File: src/rtl/sec_of_day_counter.sv
// rtl/sec_of_day_counter.sv - seconds-of-day counter with prescaler, load and hour/minute adjust
module sec_of_day_counter #(
    parameter int CLK_HZ = 100000000
) (
    input  logic        clk,
    input  logic        rst_n,
    input  logic        run,
    input  logic        set_valid,
    input  logic [16:0] set_sec,
    output logic        set_ready,
    input  logic        adj_hour,
    input  logic        adj_min,
    output logic [16:0] cur_sec,
    output logic        tick,
    output logic        day_wrap,
    output logic        set_err
);

    localparam int              PW       = (CLK_HZ > 2) ? $clog2(CLK_HZ) : 1;
    localparam logic [PW-1:0]   PRE_MAX  = PW'(CLK_HZ - 1);
    localparam logic [17:0]     DAY_SECS = 18'd86400;
    localparam logic [16:0]     LAST_SEC = 17'd86399;

    typedef enum logic [1:0] {
        ST_STOP = 2'd0,
        ST_RUN  = 2'd1,
        ST_LOAD = 2'd2
    } state_t;

    state_t         state, state_nxt;
    logic [PW-1:0]  pre, pre_nxt;
    logic [16:0]    sec_nxt;
    logic           tick_nxt, wrap_nxt, err_nxt;
    logic           active, accept, set_ok, pre_wrap;

    // Sum is formed in 18 bits so the single conditional subtract is exact.
    function automatic logic [16:0] wrap_add(input logic [16:0] a, input logic [17:0] b);
        logic [17:0] s;
        s = {1'b0, a} + b;
        if (s >= DAY_SECS)
            s = s - DAY_SECS;
        return s[16:0];
    endfunction

    always_comb begin
        active    = (state != ST_LOAD);
        set_ready = active;
        accept    = set_valid && active;
        set_ok    = ({1'b0, set_sec} < DAY_SECS);
        pre_wrap  = active && run && (pre == PRE_MAX);

        state_nxt = state;
        pre_nxt   = pre;
        sec_nxt   = cur_sec;
        tick_nxt  = 1'b0;
        wrap_nxt  = 1'b0;
        err_nxt   = 1'b0;

        case (state)
            ST_STOP: if (run)  state_nxt = ST_RUN;
            ST_RUN:  if (!run) state_nxt = ST_STOP;
            ST_LOAD: state_nxt = run ? ST_RUN : ST_STOP;
            default: state_nxt = ST_STOP;
        endcase

        if (active && run)
            pre_nxt = pre_wrap ? '0 : pre + 1'b1;

        // Priority: set > adj_hour > adj_min > tick; a losing tick still wraps the prescaler.
        if (accept) begin
            state_nxt = ST_LOAD;
            if (set_ok) begin
                sec_nxt = set_sec;
                pre_nxt = '0;
            end else begin
                err_nxt = 1'b1;
                pre_nxt = pre;
            end
        end else if (active && adj_hour) begin
            sec_nxt = wrap_add(cur_sec, 18'd3600);
        end else if (active && adj_min) begin
            sec_nxt = wrap_add(cur_sec, 18'd60);
        end else if (pre_wrap) begin
            tick_nxt = 1'b1;
            wrap_nxt = (cur_sec == LAST_SEC);
            sec_nxt  = (cur_sec == LAST_SEC) ? 17'd0 : cur_sec + 17'd1;
        end
    end

    always_ff @(posedge clk or negedge rst_n) begin
        if (!rst_n) begin
            state    <= ST_STOP;
            pre      <= '0;
            cur_sec  <= 17'd0;
            tick     <= 1'b0;
            day_wrap <= 1'b0;
            set_err  <= 1'b0;
        end else begin
            state    <= state_nxt;
            pre      <= pre_nxt;
            cur_sec  <= sec_nxt;
            tick     <= tick_nxt;
            day_wrap <= wrap_nxt;
            set_err  <= err_nxt;
        end
    end

endmodule
File: config.mk
export PLATFORM = sky130hd
export DESIGN_NAME = sec_of_day_counter
export DESIGN_NICKNAME = d
export VERILOG_FILES = /design/src/rtl/sec_of_day_counter.sv
export SDC_FILE = /design/constraint.sdc
export NUM_CORES = 1
export LEC_CHECK = 0
export CAP_MARGIN = 20
export CELL_PAD_IN_SITES_DETAIL_PLACEMENT = 0
export CELL_PAD_IN_SITES_GLOBAL_PLACEMENT = 2
export CORE_AREA = 4 4 103 129
export CTS_CLUSTER_DIAMETER = 50
export CTS_CLUSTER_SIZE = 10
export DETAILED_ROUTE_END_ITERATION = 8
export DIE_AREA = 0 0 107 133
export PLACE_DENSITY_LB_ADDON = 0.1
export SLEW_MARGIN = 20
export SYNTH_ARGS = -nofsm -noshare
export SYNTH_HDL_FRONTEND = slang
export SYNTH_SLANG_ARGS = --single-unit
File: constraint.sdc
create_clock -name clk -period 6 [get_ports clk]
set_clock_uncertainty 0.05 [all_clocks]
set_input_delay 1.8 -clock clk [delete_from_list [all_inputs] [get_ports clk]]
set_output_delay 1.8 -clock clk [all_outputs]
set_load 0.02 [all_outputs]
Word-level counts from Yosys, hierarchy flattened --
Cells that the tools add are included.
Word-level totals: bits of input ports 23, output and inout port bits 21, bits in registers 49, word-level logic and storage cells 61
Cells by class: $lt $le $gt $ge 3, add/subtract/negate cells 6, reductions and logical operators 11, mux-type cells 27, equal/unequal tests 8
Operator list (count):
- $mux 17 | 8
- $mux 27 | 4
- $ge 18x17->1 const B | 2
- $sub 17x17->17 const B | 2
- $add 27x1->27 const B | 1
- $eq 27x27->1 const B | 1
- $add 17x12->18 const B | 1
- $add 17x6->18 const B | 1
- $add 17x1->17 const B | 1
- $eq 17x17->1 const B | 1
- $lt 17x17->1 const B | 1
- $mux 1 | 11
- $mux 2 | 3
- $ne 3x3->1 const B | 2
- $pmux 2 s3 | 1
- $reduce_and 2->1 | 3
- $logic_and 1x1->1 | 5
- $reduce_bool 4->1 | 1
- $eq 2x1->1 const B | 1
- $eq 2x2->1 const B | 1
- $logic_not 2->1 | 1
- $ne 2x1->1 const B | 1
- $ne 2x2->1 const B | 1
- $reduce_bool 2->1 | 1

Longest topological paths before layout --
depth after elaboration 7, mapped depth 16, depth with buffers taken out 14

Worst setup path before layout --
OpenSTA, ideal clock, no wires.
path kind input -> register, start point input port set_sec[7], end point register pre[24], library setup time 0.121 ns, slack 2.053 ns, stages on the path 10, data required time 5.829 ns, arrival 3.775 ns, path through a2111o_1 a211oi_1 o21ai_0 o21a_1 or3_1 clkbuf_1 nor2_1 nand3_1 xor2_1 nor2_1
Between the ends: longest elaborated chain between the ends 3
Ends and longest elaborated chain:
- from (decl) | RTL line 9 | input logic [16:0] set_sec,
- $lt 17x17->1 | RTL line 49 | set_ok = ({1'b0, set_sec} < DAY_SECS);
- $ne 2x1->1 (no line)
- $reduce_and 2->1 (no line)
- to (signal assigned) | RTL line 100 | pre <= pre_nxt;
- to (decl) | RTL line 31 | logic [PW-1:0] pre, pre_nxt;
No other way between the ends. A chain may end at the register's enable or synchronous reset.

Final worst setup path --
Same ends and word-level chain as after synthesis.

==> flow_summary.ini <==
[setup_path]
cpMostUsedCell = nor2_1
r2r_slack_ns = 1.91
critical_path_arrival_ns = 4.69
cp_max_fo = 17
endpoint_kind = flop
cp.required_ns = 6.13
critPathTopFamily = compound AO/OA/AOI/OAI gates
crit_buf_inv = 1
cpMaxStageDelayCell = or3_1
r2r-start = cur_sec[4]$_DFFE_PN0P_
cp_cell_sequence = clkdlybuf4s50_1, a2111o_1, a211oi_1, o21ai_0, o21a_1, or3_1, nor2_1, nand3_1, xor2_1, nor2_1
worstRegToRegCells = 14
slowest_delay_ns = 0.54
start_kind = input port
r2r_end = cur_sec[15]$_DFFE_PN0P_
path_class = in2reg

[logic_synthesis]
syn_area_per_cell_um2 = 7.70
yosysUniqueCellTypes = 75
synth-edff-count = 0
synthFlopType = dfrtp_1
ys_seq_area_share_pct = 28.1
async_flop_share_pct = 100
yosys_register_bits = 49
synth_warnings = 0
synth_fp_nets = 600
synth_area_um2 = 4370
syn-instance-count = 567

[hold_path]
hold_depth = 1
worstHoldEndpoint = pre[4]$_DFFE_PN0P_
min_from = pre[4]$_DFFE_PN0P_
hold_path.class = reg2reg

[finish]
stdcell_count = 748
final_common_cell = nor2_1
syn_to_final_growth_pct = 14.5
drive_gt1_share_pct = 4.97
layout_common_cells = nor2_1, nand2_1, dfrtp_1, clkdlybuf4s50_1
fin_nets = 617
antenna_cells = 0

[drt]
dr.pass1.iters = 5
antenna_left = 0
drc = 0
drt_iter0_drc = 233
routed_via_density = 5.93
drt_wl_total_um = 15200
vias = 4435
wire_per_inst_um = 20.3

[clock_tree]
cts_setup_buffers = 0
path_clk_slew_ns = 0.07
htreeDepth = 2
cts_resized = 0
cts-root-buf = clkbuf_16
tritoncts = yes
cts_buffer_depth = 2
cts_buffers = 5
postCtsHoldBufs = 0
clk-insertion-delay-late_ns = 0.29
cts_sinks = 49

[die]
die-area_um2 = 14200
die_h_um = 133
pin_count = 44
fp.coreArea_um2 = 12000
start_util_pct = 36.2
rows = 45
fp.dieW_um = 107

[power_and_ir_drop]
cellLeakagePower_nw = 1.89
p_total_w = 0.00204
irDropWorstVdd_mv = 0.135
power_density_nw_per_um2 = 409

[global_route]
grt_max_degree = 50
grt_first_pass_wirelength_um = 24100
antenna_found_initial = 0
grt_overflow = 0
grt_pass1_vias = 4397
grt_use_total_pct = 21.6

[outcome]
outcome = complete, no violations

[sta]
finalCritPeriodShare_pct = 76.0
min_period_ns = 4.56
max_slew_margin_pct = 44.6
worst_slew_pin_slew_ns = 0.824
setup_tns_ns = 0
drv_slew = 0
rsz0062_at_grt = false
hold_violations = 0
fmax_mhz = 219
setup_viol = 0

[placed_design]
gp_congestion = 0.946
io_buffers = 43
placedCellCount = 741
hpwl_um = 11400

[job]
max-cap-violations = 0
[how the worst max path moves through the flow]
stage	from	end	slack, ns	cells past startpoint
2_1_floorplan	set_sec[7]	pre[24]$_DFFE_PN0P_	2.05	10
3_3_place_gp	set_sec[7]	pre[24]$_DFFE_PN0P_	1.18	10
3_5_place_dp	set_sec[7]	pre[26]$_DFFE_PN0P_	1.15	10
4_1_cts	set_sec[7]	pre[26]$_DFFE_PN0P_	1.45	10
5_1_grt	set_valid	pre[17]$_DFFE_PN0P_	1.12	10
6_report	set_sec[7]	pre[24]$_DFFE_PN0P_	1.44	10
[flip-flops by register name, indices dropped and copies added, names as in the netlist]
signal    cells
day_wrap      1
state         2
tick          1
pre          27
cur_sec      17
set_err       1
[cells by family (layout without fill, tap and decap cells)]
kind of cell             Yosys count  after routing  share of synthesized area [%]
adder cells (fa/ha/maj)           10             10                           2.87
AO/OA/AOI/OAI                    159            159                           24.4
multiplexers                       6              6                           1.46
AND/OR/NAND/NOR                  238            238                           27.7
XOR/XNOR                          51             51                           10.2
buffers and inverters             54             71                           5.19
flip-flops                        49             49                           28.1
[Yosys cell counts, types with 3 or more instances]
library cell / number / area [um^2]
o21ai_0: 35 / 175
o21a_1: 3 / 22.5
nand3_2: 3 / 30.0
a22oi_1: 5 / 37.5
or3_1: 6 / 37.5
o41ai_1: 7 / 61.3
a31oi_1: 12 / 75.1
inv_1: 16 / 60.1
ha_1: 10 / 125
nor2_1: 64 / 240
a211oi_1: 7 / 52.6
clkbuf_1: 19 / 71.3
xor2_1: 16 / 140
a211o_1: 3 / 26.3
o31ai_1: 10 / 75.1
o221ai_1: 6 / 52.6
nand4_1: 10 / 62.6
mux2_2: 3 / 33.8
dfrtp_1: 49 / 1230
a21oi_1: 24 / 120
and2_1: 5 / 31.3
buf_2: 13 / 65.1
o21ai_1: 12 / 60.1
nor4b_1: 3 / 26.3
mux2i_1: 3 / 30.0
buf_1: 3 / 11.3
and3_1: 14 / 87.6
nand2_1: 58 / 218
nand2b_1: 4 / 25.0
xnor2_1: 35 / 307
o22ai_1: 6 / 37.5
nand3_1: 24 / 120
nor3_1: 23 / 115
nor4_1: 5 / 31.3
[routing by layer]
| metal | wire (um) | part of all wire, % | vias up | GRT usage, % |
|---|---|---|---|---|
| met5 | 0 | 0 | - | 0 |
| met4 | 611 | 4.0 | 0 | 9.81 |
| met3 | 798 | 5.2 | 46 | 3.17 |
| met2 | 7590 | 50 | 162 | 37.3 |
| met1 | 6200 | 41 | 2111 | 26.2 |
| li1 | - | - | 2116 | - |
[through the flow]
step | util, % | hold WS (ns) | area, um^2 | setup slack [ns]
CTS | 41.5 | 0.443 | 5000 | 1.45
finish | 41.5 | 0.439 | 5000 | 1.44
global placement | 40.3 | 0.435 | 4860 | 1.18
detailed placement | 40.3 | 0.428 | 4860 | 1.15
global route | 41.5 | 0.477 | 5000 | 1.12
floorplan | - | 0.396 | 4370 | 2.05
[layout make-up]
cell class / instances / area (um^2)
clock inverter: 1 / 8.76
sequential: 49 / 1230
clock buffer: 6 / 129
multi-input combinational: 464 / 2910
timing repair buffer: 46 / 448
tap: 164 / 205
inverter: 18 / 67.6
fill: 1295 / 7050
[where the power goes]
part	total [W]	switching, W	internal [W]
registers	0.000581	0.000204	0.000377
logic	0.00118	0.000692	0.000489
clock network	0.000282	0.000128	0.000154
total	0.00204	0.00102	0.00102
Power figures use the tool's default switching activity.
